## config.mk

```make
export PLATFORM = sky130hd
export DESIGN_NAME = flr_req_handler
export DESIGN_NICKNAME = d
export VERILOG_FILES = /design/src/rtl/flr_req_handler.sv
export SDC_FILE = /design/constraint.sdc
export NUM_CORES = 1
export LEC_CHECK = 0
export BUFFER_PORTS_ARGS = -buffer_cell sky130_fd_sc_hd__buf_2
export CORE_AREA = 4 4 97 99
export DETAILED_ROUTE_END_ITERATION = 10
export DIE_AREA = 0 0 101 103
export GPL_ROUTABILITY_DRIVEN = 0
export GPL_TIMING_DRIVEN = 0
export PLACE_DENSITY = 0.79
export SETUP_SLACK_MARGIN = 0.3
export SYNTH_ARGS = -nofsm -noshare
export SYNTH_HDL_FRONTEND = slang
export SYNTH_SLANG_ARGS = --single-unit
```

## constraint.sdc

```tcl
create_clock -name clk -period 4.05 [get_ports clk]
set_clock_uncertainty 0.2 [all_clocks]
set_input_delay 0.81 -clock clk [delete_from_list [all_inputs] [get_ports clk]]
set_output_delay 0.81 -clock clk [all_outputs]
set_load 0.1 [all_outputs]
```

## src/rtl/flr_req_handler.sv

```systemverilog
// FLR request sequencer: queues FLR requests, pulses a per-function reset, waits for ack, returns a completion.
// Optional macro FLR_ACK_TIMEOUT_EN adds a WAIT_ACK timeout that forces the completion and sets ack_timeout.
module flr_req_handler #(
   parameter int FIFO_DEPTH  = 4,
   parameter int HOLD_CYCLES = 16,
   parameter int ACK_TIMEOUT = 256,
   parameter int PF_WIDTH    = 3,
   parameter int VF_WIDTH    = 11
) (
   input  logic                clk,
   input  logic                reset,
   input  logic                flr_req_tvalid,
   input  logic [PF_WIDTH-1:0] flr_req_pf,
   input  logic [VF_WIDTH-1:0] flr_req_vf,
   input  logic                flr_req_vf_active,
   output logic                flr_rsp_tvalid,
   output logic [PF_WIDTH-1:0] flr_rsp_pf,
   output logic [VF_WIDTH-1:0] flr_rsp_vf,
   output logic                flr_rsp_vf_active,
   output logic                func_rst_valid,
   output logic [PF_WIDTH-1:0] func_rst_pf,
   output logic [VF_WIDTH-1:0] func_rst_vf,
   output logic                func_rst_vf_active,
   input  logic                func_rst_ack,
   output logic                busy,
   output logic                overflow,
   output logic [7:0]          drop_cnt,
   output logic                ack_timeout
);
   localparam int AW = (FIFO_DEPTH > 1) ? $clog2(FIFO_DEPTH) : 1;
   localparam int EW = PF_WIDTH + VF_WIDTH + 1;
   localparam int HW = (HOLD_CYCLES > 1) ? $clog2(HOLD_CYCLES) : 1;

   typedef enum logic [1:0] {IDLE, ASSERT, WAIT_ACK, RESP} state_t;

   state_t          state_q, state_d;
   logic [EW-1:0]   mem_q [FIFO_DEPTH];
   logic [AW-1:0]   wr_ptr_q, wr_ptr_d, rd_ptr_q, rd_ptr_d;
   logic [AW:0]     count_q, count_d;
   logic [HW-1:0]   hold_q, hold_d;
   logic [EW-1:0]   cur_q, cur_d;
   logic            overflow_q, overflow_d;
   logic [7:0]      drop_cnt_q, drop_cnt_d;
   logic            rst_valid_q, rst_valid_d;
   logic [EW-1:0]   rst_fn_q, rst_fn_d;
   logic            rsp_valid_q, rsp_valid_d;
   logic [EW-1:0]   rsp_fn_q, rsp_fn_d;
   logic            busy_q, busy_d;
   logic            push, pop, full;
   logic [EW-1:0]   req_entry;

`ifdef FLR_ACK_TIMEOUT_EN
   localparam int TW = $clog2(ACK_TIMEOUT + 1);
   logic [TW-1:0]   tmo_q, tmo_d;
   logic            ato_q, ato_d;
`endif

   assign req_entry = {flr_req_pf, flr_req_vf, flr_req_vf_active};
   assign full      = (count_q == (AW+1)'(FIFO_DEPTH));
   assign pop       = (state_q == IDLE) && (count_q != '0);
   // A full FIFO still accepts a push when the head leaves in the same cycle.
   assign push      = flr_req_tvalid && (!full || pop);

   always_comb begin
      state_d    = state_q;
      wr_ptr_d   = wr_ptr_q;
      rd_ptr_d   = rd_ptr_q;
      hold_d     = hold_q;
      cur_d      = cur_q;
      overflow_d = overflow_q;
      drop_cnt_d = drop_cnt_q;
`ifdef FLR_ACK_TIMEOUT_EN
      tmo_d      = tmo_q;
      ato_d      = ato_q;
`endif
      case (state_q)
         IDLE: begin
            if (pop) begin
               cur_d   = mem_q[rd_ptr_q];
               hold_d  = HW'(HOLD_CYCLES - 1);
               state_d = ASSERT;
            end
         end
         ASSERT: begin
            if (hold_q == '0) begin
               state_d = WAIT_ACK;
`ifdef FLR_ACK_TIMEOUT_EN
               tmo_d   = '0;
`endif
            end else begin
               hold_d = hold_q - 1'b1;
            end
         end
         WAIT_ACK: begin
            if (func_rst_ack) begin
               state_d = RESP;
`ifdef FLR_ACK_TIMEOUT_EN
            end else if (tmo_q == TW'(ACK_TIMEOUT - 1)) begin
               state_d = RESP;
               ato_d   = 1'b1;
            end else begin
               tmo_d = tmo_q + 1'b1;
`endif
            end
         end
         default: state_d = IDLE;
      endcase

      if (push) wr_ptr_d = wr_ptr_q + 1'b1;
      if (pop)  rd_ptr_d = rd_ptr_q + 1'b1;
      count_d = count_q + (AW+1)'(push) - (AW+1)'(pop);
      if (flr_req_tvalid && full && !pop) begin
         overflow_d = 1'b1;
         if (drop_cnt_q != 8'hFF) drop_cnt_d = drop_cnt_q + 1'b1;
      end

      // Outputs are precomputed from the next state so every port comes straight from a flop.
      rst_valid_d = (state_d == ASSERT);
      rst_fn_d    = rst_valid_d ? cur_d : '0;
      rsp_valid_d = (state_d == RESP);
      rsp_fn_d    = rsp_valid_d ? cur_d : '0;
      busy_d      = (state_d != IDLE) || (count_d != '0);
   end

   always_ff @(posedge clk) begin
      if (push) mem_q[wr_ptr_q] <= req_entry;
      cur_q  <= cur_d;
      hold_q <= hold_d;
   end

   always_ff @(posedge clk) begin
      if (reset) begin
         state_q     <= IDLE;
         wr_ptr_q    <= '0;
         rd_ptr_q    <= '0;
         count_q     <= '0;
         overflow_q  <= 1'b0;
         drop_cnt_q  <= '0;
         rst_valid_q <= 1'b0;
         rst_fn_q    <= '0;
         rsp_valid_q <= 1'b0;
         rsp_fn_q    <= '0;
         busy_q      <= 1'b0;
      end else begin
         state_q     <= state_d;
         wr_ptr_q    <= wr_ptr_d;
         rd_ptr_q    <= rd_ptr_d;
         count_q     <= count_d;
         overflow_q  <= overflow_d;
         drop_cnt_q  <= drop_cnt_d;
         rst_valid_q <= rst_valid_d;
         rst_fn_q    <= rst_fn_d;
         rsp_valid_q <= rsp_valid_d;
         rsp_fn_q    <= rsp_fn_d;
         busy_q      <= busy_d;
      end
   end

`ifdef FLR_ACK_TIMEOUT_EN
   always_ff @(posedge clk) begin
      if (reset) begin
         tmo_q <= '0;
         ato_q <= 1'b0;
      end else begin
         tmo_q <= tmo_d;
         ato_q <= ato_d;
      end
   end
   assign ack_timeout = ato_q;
`else
   assign ack_timeout = 1'b0;
`endif

   assign func_rst_valid = rst_valid_q;
   assign {func_rst_pf, func_rst_vf, func_rst_vf_active} = rst_fn_q;
   assign flr_rsp_tvalid = rsp_valid_q;
   assign {flr_rsp_pf, flr_rsp_vf, flr_rsp_vf_active} = rsp_fn_q;
   assign busy     = busy_q;
   assign overflow = overflow_q;
   assign drop_cnt = drop_cnt_q;
endmodule
```

# Yosys cells after proc, flatten, opt, wreduce, memory -nomap -nowiden
# Memory sizes are Yosys's and may differ from the RTL's. A register that Yosys moved wholly into a read port is not among the register bits.
# Cells that the tools add are included.
[totals]
mem_bits_rw = 60
reg_bits = 70
memories = 1
wordCells = 61
[op_classes]
add_sub_neg = 6
bitwise = 2
eq_ne = 8
n_reduce_logical = 18
n_mux = 13
[memory_table]
columns = ["name", "depth", "word_bits", "read_ports", "rd_clocked_by_memory_dff", "write_ports", "line", "text"]
rows = [
  ["mem_q", 4, 15, 1, 1, 1, "37", "logic [EW-1:0] mem_q [FIFO_DEPTH];"],
]
[ops]
columns = ["cell", "count"]
rows = [
  ["$mux 15", 2],
  ["$mux 2", 5],
  ["$add 8x1->8 const B", 1],
  ["$mux 4", 2],
  ["$ne 8x8->1 const B", 1],
  ["$pmux 4 s2", 1],
  ["$pmux 2 s3", 1],
  ["$reduce_bool 3->1", 2],
  ["$add 2x1->2 const B", 2],
  ["$eq 2x1->1 const B", 2],
  ["$eq 2x2->1 const B", 2],
  ["$logic_and 1x1->1", 4],
  ["$logic_not 4->1", 1],
  ["$ne 2x2->1 const B", 2],
  ["$reduce_bool 2->1", 2],
  ["$reduce_or 2->1", 2],
  ["$sub 4x1->4 const B", 1],
  ["$add 3x1->3", 1],
  ["$eq 3x3->1 const B", 1],
  ["$reduce_and 3->1", 1],
  ["$sub 3x1->3", 1],
  ["$logic_not 1->1", 2],
  ["$logic_not 2->1", 1],
  ["$logic_or 1x1->1", 2],
  ["other kinds (3)", 5],
]

# Logic depth before layout (Yosys ltp)
# Gate-level depths: netlist of the first run.
[logic_depth]
ltp_word = 8
mapped_depth = 13
mapped_depth_nobuf = 11

# Worst setup path after synthesis of the first run
# Ideal clock, no wire load.
[synth_timing]
kind = "reg2reg"
startpoint = "register count_q[1]"
endpoint = "register busy_q, in the netlist busy"
required_ns = 3.723
synth_period_minus_slack_ns = 2.862
path_slack_ns = 1.188
setup_time_ns = 0.127
t_arrival_ns = 2.535
stages_incl_launch_ff = 13
cell_sequence = "dfxtp_1 > or3_1 > nand2_1 > inv_2 > buf_2 > buf_2 > ha_1 > inv_1 > ha_1 > inv_1 > fa_1 > nor4b_1 > a31oi_1"
[synth_between]
elab_chain_len = 8
[synth_lines]
columns = ["element", "line", "text"]
rows = [
  ["start: declaration", "39", "logic [AW:0] count_q, count_d;"],
  ["start signal: assignment", "148", "count_q <= count_d;"],
  ["$reduce_bool 3->1 (*)", "60", "assign pop = (state_q == IDLE) && (count_q != '0);"],
  ["$logic_and 1x1->1 (*)", "60", ""],
  ["named net pop", "49", "logic push, pop, full;"],
  ["$logic_or 1x1->1", "62", "assign push = flr_req_tvalid && (!full || pop);"],
  ["$logic_and 1x1->1", "62", ""],
  ["$add 3x1->3", "111", "count_d = count_q + (AW+1)'(push) - (AW+1)'(pop);"],
  ["$sub 3x1->3", "111", ""],
  ["$reduce_bool 3->1", "122", "busy_d = (state_d != IDLE) || (count_d != '0);"],
  ["$logic_or 1x1->1 (*)", "122", ""],
  ["end signal: assignment", "155", "busy_q <= busy_d;"],
  ["end: declaration", "48", "logic busy_q, busy_d;"],
]
# The timed path passes the listed nets; every way through them passes the cells marked *.
# A chain may end at the register's enable or synchronous reset.

# Worst setup path after layout of the first run
# Ends and elaborated chain as after synthesis.

==> results_dict.tcl, run 1 <==
set metrics [dict create \
    start_kind "flip-flop" \
    postRouteWirelength_microns 8800 \
    post_cts.repair.setup_buffers 0 \
    synthFlopType "dfxtp_1" \
    rsz0062_at_grt "no" \
    worstSkewPairLatency_ps 510 \
    grt_pass1_vias 2918 \
    post-place-cells 498 \
    combinationalPowerShare 0.300 \
    die_area_sq_mm 0.0104 \
    antenna_found_initial 0 \
    switchingPower_mw 1.63 \
    first_pass_iters 4 \
    preCtsSetupSlack_ps 917 \
    yosysWarnings 0 \
    grt_use_total 0.185 \
    num_antenna_cells 0 \
    fin_ws_ps 918 \
    ys_async_sr_fraction 0 \
    clock_path_buffers 2 \
    p_leak_nw 2.29 \
    post-route-period-util 0.773 \
    grt_pass1_wl_microns 14400 \
    required_ps 4240 \
    rows 34 \
    remaining_drc_errors 0 \
    seqPwrFrac 0.380 \
    place_area_sq_mm 0.00525 \
    grt.overflow.total 0 \
    synth.avg_cell_area_sq_um 14.6 \
    initial_core_util 0.563 \
    ys_seq_elements 132 \
    cts_made_buffers 17 \
    htreeDepth 4 \
    layout.cells.non_filler 530 \
    wl_per_cell_microns 16.6 \
    synthesis.instances 330 \
    via_per_inst 5.36 \
    cts_tree "done" \
    yosysUniqueCellTypes 49 \
    worst_pin_slew_ps 876 \
    fmax_ghz 0.319 \
    dp_hpwl_microns 5860 \
    cap_violations 0 \
    netSwitchingFraction 0.353 \
    critical_path.max_fanout 10 \
    report.final.hold_viol_count 0 \
    ctsHoldBuffers 0 \
    hold_class "flip-flop to flip-flop" \
    fin_setup_tns_ps 0 \
    layout_commonest_cell "dfxtp_1" \
    clkSinkCount 132 \
    num_vias 2839 \
    cts_resized 0 \
    maxSlewViolCount 0 \
    synth_area_sq_mm 0.00481 \
    io_buffers 60 \
    fp.dieH_microns 103 \
    min_period_ps 3130 \
    die-width_microns 101 \
    crit_type "flip-flop to flip-flop" \
    synth_edf_count 64 \
    syn_nets 358 \
    arrival_ps 3330 \
    powerDensity_mw_per_mm2 794 \
    fin_area_sq_mm 0.00583 \
    cts-root-buf "clkbuf_8" \
    drive_above_1_share 0.325 \
    intPower_mw 3.00 \
    n_fill_cell 581 \
    status "complete, no violations" \
    yosysSeqAreaShare 0.682 \
    finalNetCount 437 \
    syn2layout_area_growth_pct 21.2 \
    clk_pin_slew_ps 60 \
    grt_max_degree 17 \
    pin_count 62 \
    fin_util 0.682 \
    slew_headroom 0.411 \
    peakVddDrop_v 0.000430 \
    layout_common_cells "dfxtp_1 (68), buf_2 (65), edfxtp_1 (64), nor2_1 (31), and2_1 (19)" \
    ant_nets 0 \
    coreArea_sq_mm 0.00855 \
    drt_iter0_markers 157 \
    finalSetupViolations 0 \
    clkPwrFrac 0.319 \
    endpoint_kind "flip-flop" \
]
-- cell usage after synthesis (3+ instances only) --
cell type  count  share of area
dfxtp_1       68           0.28
edfxtp_1      64           0.40
nor2_1        31          0.024
and2_1        19          0.025
a22oi_1       15          0.023
mux2_2        15          0.035
mux4_2        15          0.070
nand2_1       12         0.0094
inv_1          9         0.0070
clkbuf_1       8         0.0062
ha_1           8          0.021
a21oi_1        6         0.0062
buf_2          5         0.0052
xnor2_1        5         0.0091
nand3_1        4         0.0042
o21ai_0        4         0.0042
a31oi_1        3         0.0039
-- sequential cells by signal (all words and copies together), names as in the netlist, 2 cells and up, named ones only --
register / cells
count_q: 3
cur_q: 15
drop_cnt: 8
hold_q: 4
mem_q: 60
rd_ptr_q: 2
rsp_fn_q: 15
rst_fn_q: 15
state_q: 2
wr_ptr_q: 2
-- final cells by class --
type	instances	area (sq um)	area share
Clock inverter	12	114	0.0195
Sequential cell	132	3280	0.563
Buffer	16	77.6	0.0133
Clock buffer	20	469	0.0805
Timing Repair Buffer	60	300	0.0515
Tap cell	108	135	0.0232
Inverter	10	37.5	0.00644
Multi-Input combinational cell	172	1420	0.243
-- critical path, stage by stage, from the launching register on --
cell and delay (ps):
dfxtp_1 380, or3_1 410, nand2_1 170, inv_2 100, buf_2 200, buf_2 210, ha_1 290, inv_1 50
ha_1 120, inv_1 40, fa_1 500, nor4b_1 230, a31oi_1 110
-- power groups by stage --
stage / registers (mW) / logic [mW] / clock network [mW]
floorplan: 2.23 / 0.671 / 0
global placement: 1.77 / 1.36 / 0
detailed placement: 1.79 / 1.39 / 0
CTS: 1.76 / 1.40 / 1.50
global route: 1.79 / 1.51 / 1.55
finish: 1.76 / 1.39 / 1.48
-- per-stage QoR --
step | hold slack (ps) | power, mW
after floorplan | 261 | 2.90
after global placement | 249 | 3.13
after detailed placement | 263 | 3.17
after CTS | 277 | 4.66
after global routing | 296 | 4.85
final | 269 | 4.63
-- cells by family (layout without fill, tap and decap cells) --
logic type	count (synthesis)	after routing	share of synthesized area
buffers and inverters	26	118	0.0239
adder cells (fa/ha/maj)	9	9	0.0250
flip-flops	132	132	0.682
other	1	1	0.000779
XOR/XNOR	7	7	0.0127
AO/OA/AOI/OAI	35	35	0.0502
multiplexers	32	32	0.109
AND/OR/NAND/NOR	88	88	0.0959
-- routing by layer --
metal,up-vias,part of all wire,global-route usage,routed length (microns)
met3,12,0.068,0.0548,602
li1,1366,-,-,-
met1,1380,0.43,0.233,3750
met4,0,0.012,0.0818,102
met2,81,0.49,0.298,4350
met5,-,0,0,0
-- path summary, 6_finish.rpt --
kind                            cells after the start  startpoint  slack (ps)       end
worst min register to register                      2    overflow         270  overflow
worst min-delay path                                2    overflow         270  overflow
worst max register to register                     12  count_q[1]         920      busy
worst max-delay path                               12  count_q[1]         920      busy
Power figures use the tool's default switching activity.
==> run 2: changes to the inputs <==
--- a/config.mk
+++ b/config.mk
@@ -6,12 +6,12 @@
 export NUM_CORES = 1
 export LEC_CHECK = 0
 export BUFFER_PORTS_ARGS = -buffer_cell sky130_fd_sc_hd__buf_2
-export CORE_AREA = 4 4 97 99
+export CORE_AREA = 4 4 103 105
 export DETAILED_ROUTE_END_ITERATION = 10
-export DIE_AREA = 0 0 101 103
+export DIE_AREA = 0 0 107 109
 export GPL_ROUTABILITY_DRIVEN = 0
 export GPL_TIMING_DRIVEN = 0
-export PLACE_DENSITY = 0.79
+export PLACE_DENSITY = 0.74
 export SETUP_SLACK_MARGIN = 0.3
 export SYNTH_ARGS = -nofsm -noshare
 export SYNTH_HDL_FRONTEND = slang
==> constraint.sdc (replaced) <==
create_clock -name clk -period 2.8 [get_ports clk]
set_clock_uncertainty 0.2 [all_clocks]
set_input_delay 0.56 -clock clk [delete_from_list [all_inputs] [get_ports clk]]
set_output_delay 0.56 -clock clk [all_outputs]
set_load 0.1 [all_outputs]
==> results_dict.tcl, run 2 (synthesis results as in run 1) <==
set metrics [dict create \
    endpoint_kind "flip-flop" \
    fp.dieH_microns 109 \
    first_pass_iters 4 \
    initial_core_util 0.499 \
    io_buffers 60 \
    grt_pass1_wl_microns 15100 \
    hold_class "input pin to flip-flop" \
    clkSinkCount 132 \
    fin_setup_tns_ps 0 \
    worstSkewPairLatency_ps 510 \
    layout_commonest_cell "edfxtp_1" \
    die_area_sq_mm 0.0117 \
    grt.overflow.total 0 \
    post-route-period-util 0.939 \
    clk_pin_slew_ps 60 \
    crit_type "flip-flop to flip-flop" \
    htreeDepth 4 \
    post-place-cells 523 \
    grt_use_total 0.173 \
    grt_max_degree 17 \
    dp_hpwl_microns 5890 \
    syn2layout_area_growth_pct 24.8 \
    peakVddDrop_v 0.000453 \
    die-width_microns 107 \
    postRouteWirelength_microns 8980 \
    antenna_found_initial 0 \
    layout.cells.non_filler 562 \
    via_per_inst 5.13 \
    required_ps 2990 \
    worst_pin_slew_ps 920 \
    cap_violations 0 \
    num_vias 2881 \
    layout_common_cells "edfxtp_1 (64), buf_2 (63), dfxtp_1 (63), nor2_1 (31), and2_1 (19)" \
    slew_headroom 0.381 \
    start_kind "flip-flop" \
    maxSlewViolCount 0 \
    report.final.hold_viol_count 0 \
    coreArea_sq_mm 0.00964 \
    remaining_drc_errors 0 \
    powerDensity_mw_per_mm2 1160 \
    cts-root-buf "clkbuf_8" \
    finalSetupViolations 0 \
    status "complete, no violations" \
    grt_pass1_vias 2954 \
    drive_above_1_share 0.364 \
    largest_reg_flops 60 \
    min_period_ps 2630 \
    clock_path_buffers 2 \
    cts_tree "done" \
    rsz0062_at_grt "yes" \
    pin_count 62 \
    fmax_ghz 0.380 \
    regMostFlops "mem_q" \
    arrival_ps 2820 \
    ant_nets 0 \
    p_leak_nw 2.34 \
    cts_made_buffers 17 \
    rows 36 \
    drt_iter0_markers 167 \
    critical_path.max_fanout 3 \
    num_antenna_cells 0 \
    wl_per_cell_microns 16.0 \
    finalNetCount 444 \
]
run 2: final cells by class:
type | instances | area [sq um]
fillers | 746 | 3630
clock inverters | 10 | 88.8
multi-input cells | 172 | 1470
clock buffers | 22 | 495
plain buffers | 16 | 97.6
repair buffers | 67 | 353
flip-flops and latches | 132 | 3290
inverters | 10 | 42.5
well taps | 133 | 166
run 2: timing repair:
action                     4_1_cts  5_1_grt
pin swaps                        4        2
setup endpoints to repair        3        2
setup buffers                    7        0
hold buffers                     0        0
gates resized for setup          6        0
cloned                           0        0
run 2: power by group:
group	internal [mW]	leakage, nW	total [mW]	switching (mW)
registers	2.39	1.14	2.54	0.145
clock network	1.33	0.297	2.13	0.793
logic	0.822	0.901	2.27	1.45
run 2: per-stage QoR:
step	utilization	setup slack [ps]	instance area, sq um	hold WS (ps)	total power [mW]
after floorplan	-	158	4880	261	4.31
after CTS	0.623	177	6010	28.3	6.99
after global routing	0.623	108	6010	39.5	7.29
after global placement	0.555	39.1	5350	248	4.65
final	0.623	169	6010	60.0	6.94
after detailed placement	0.555	30.7	5350	260	4.70
run 2: layer usage:
metal | vias to the layer above | track usage | share of wire
li1 | 1387 | - | -
met1 | 1398 | 0.214 | 0.43
met2 | 82 | 0.277 | 0.48
met3 | 14 | 0.0639 | 0.067
met4 | 0 | 0.0712 | 0.019
met5 | - | 0 | 0
run 2: critical path, cell delays in order, from the launching register on:
cell and delay (ps):
dfxtp_2 330, or3_4 400, nand2_4 90, inv_6 30
buf_8 110, buf_8 110, ha_4 200, inv_2 60
ha_4 110, inv_2 30, fa_2 530, nor4b_4 190
a31oi_1 100
run 2: path summary, 6_finish.rpt:
kind,startpoint,endpoint,slack [ps],cells past startpoint
setup / recovery,count_q[2],busy,170,12
hold / removal,flr_req_vf[0],mem_q[1][1],60,1
setup reg to reg,count_q[2],busy,170,12
hold reg to reg,overflow,overflow,280,2
==> run 3: changes to the inputs <==
--- a/config.mk
+++ b/config.mk
@@ -12,6 +12,7 @@
 export GPL_ROUTABILITY_DRIVEN = 0
 export GPL_TIMING_DRIVEN = 0
 export PLACE_DENSITY = 0.74
+export RECOVER_POWER = 100
 export SETUP_SLACK_MARGIN = 0.3
 export SYNTH_ARGS = -nofsm -noshare
 export SYNTH_HDL_FRONTEND = slang
==> results_dict.tcl, run 3 (synthesis results as in run 1) <==
set metrics [dict create \
    via_per_inst 5.12 \
    reg2reg_from "count_q[2]" \
    grt_use_total 0.173 \
    netSwitchingFraction 0.348 \
    critPathLaunch "count_q[2]" \
    finalNetCount 444 \
    layout_commonest_cell "clkbuf_1" \
    r2r_cells 12 \
    drt_iter0_markers 193 \
    ctsHoldBuffers 0 \
    coreArea_sq_mm 0.00964 \
    postRouteWirelength_microns 9050 \
    fmax_ghz 0.374 \
    io_buffers 60 \
    peakVddDrop_v 0.000452 \
    worstSkewPairLatency_ps 510 \
    layout_common_cells "clkbuf_1 (65), dfxtp_1 (64), edfxtp_1 (64), nor2_1 (31), clkbuf_16 (18)" \
    status "complete, no violations" \
    min_period_ps 2670 \
    antenna_found_initial 0 \
    clkSinkCount 132 \
    clkPwrFrac 0.309 \
    rows 36 \
    cts-root-buf "clkbuf_8" \
    report.final.hold_viol_count 0 \
    required_ps 2990 \
    cts_tree "done" \
    arrival_ps 2860 \
    die_area_sq_mm 0.0117 \
    clock_path_buffers 2 \
    grt_max_degree 17 \
    pin_count 62 \
    crit_type "flip-flop to flip-flop" \
    fin_setup_tns_ps 0 \
    die-width_microns 107 \
    regMostFlops "mem_q" \
    seq_area_sq_mm 0.00329 \
    reg2reg_to "busy" \
    syn2layout_area_growth_pct 22.9 \
    num_antenna_cells 0 \
    n_fill_cell 776 \
    start_kind "flip-flop" \
    rsz0062_at_grt "yes" \
    grt.overflow.total 0 \
    endpoint_kind "flip-flop" \
    grt_pass1_wl_microns 15100 \
    power_mw 6.87 \
    cap_violations 0 \
    intPower_mw 4.48 \
    remaining_drc_errors 0 \
    worst_pin_slew_ps 1200 \
    combinationalPowerShare 0.321 \
    cp-endpoint "busy" \
    path_cells "or3_1 -> nand2_4 -> inv_6 -> buf_8 -> buf_8 -> ha_4 -> inv_2 -> ha_4 -> inv_2 -> fa_2 -> nor4b_4 -> a31oi_1" \
    drive_above_1_share 0.214 \
    dp_hpwl_microns 5890 \
    slowest_stage "fa_2" \
    multiInputGateArea_sq_mm 0.00146 \
    reg2reg_slack_ps 130 \
    maxSlewViolCount 0 \
    first_pass_iters 4 \
    seqPwrFrac 0.370 \
    htreeDepth 4 \
    finalSetupViolations 0 \
    initial_core_util 0.499 \
    clk_pin_slew_ps 60 \
    wl_per_cell_microns 16.1 \
    largest_reg_flops 60 \
    slew_headroom 0.204 \
    post-route-period-util 0.954 \
    powerDensity_mw_per_mm2 1160 \
    critical_path.max_fanout 3 \
    p_leak_nw 2.11 \
    num_vias 2878 \
    cts_made_buffers 17 \
    hold_class "input pin to flip-flop" \
    grt_pass1_vias 2954 \
    switchingPower_mw 2.39 \
    ant_nets 0 \
    fp.dieH_microns 109 \
    max_stage_delay_ps 530 \
]
[run 3: cell count changes in the layout (fill, tap and decap cells not counted), sizes merged]
cell,delta
clkbuf,+62
buf,-62
[run 3: repair_timing]
| item | CTS | global route |
|---|---|---|
| gates resized for setup | 6 | 0 |
| endpoints found under the setup margin | 3 | 2 |
| pin swaps | 4 | 2 |
| setup buffers | 7 | 0 |
[run 3: cell type report]
cell class,count,area share
timing repair buffer,67,0.0468
buffer,16,0.0163
clock inverter,10,0.0150
tap,133,0.0281
sequential,132,0.556
multi-input combinational,172,0.247
inverter,10,0.00719
clock buffer,22,0.0838
[run 3: critical path: cells and delay by family (launching register included)]
| kind | cells | cell delay [ps] |
|---|---|---|
| adder cells (fa/ha/maj) | 3 | 840 |
| AO/OA/AOI/OAI | 1 | 100 |
| AND/OR/NAND/NOR | 3 | 720 |
| buffers and inverters | 5 | 340 |
| flip-flops | 1 | 330 |
[run 3: layer usage]
metal  GRT usage  part of all wire  vias to the layer above
li1            -                 -                     1382
met1       0.214              0.43                     1400
met2       0.277              0.48                       81
met3      0.0639             0.066                       15
met4      0.0712             0.020                        0
met5           0                 0                        -
[run 3: how the worst min path moves through the flow]
stage               cells past startpoint  slack [ps]            from            to
floorplan                               2         260        cur_q[0]   rst_fn_q[0]
detailed placement                      2         260        overflow      overflow
global route                            1         100  flr_req_vf[10]  mem_q[3][11]
finish                                  1         100   flr_req_vf[0]   mem_q[1][1]
global placement                        2         250        overflow      overflow
CTS                                     1          30   flr_req_vf[0]   mem_q[1][1]
[run 3: power groups by stage]
stage / Combinational (mW) / Sequential (mW) / Clock [mW]
after floorplan: 1.07 / 3.24 / 0
after global placement: 2.08 / 2.57 / 0
after detailed placement: 2.12 / 2.58 / 0
after CTS: 2.28 / 2.54 / 2.17
after global routing: 2.38 / 2.57 / 2.26
final: 2.21 / 2.54 / 2.13
[run 3: through the flow]
step	instance area, sq um	worst slack, ps	cells	util	hold slack [ps]
after CTS	6010	177	562	0.623	28.3
after detailed placement	5350	30.7	523	0.555	260
after floorplan	4880	158	330	-	261
final	5910	129	562	0.614	103
after global routing	5910	59.3	562	0.614	104
after global placement	5350	39.1	523	0.555	248
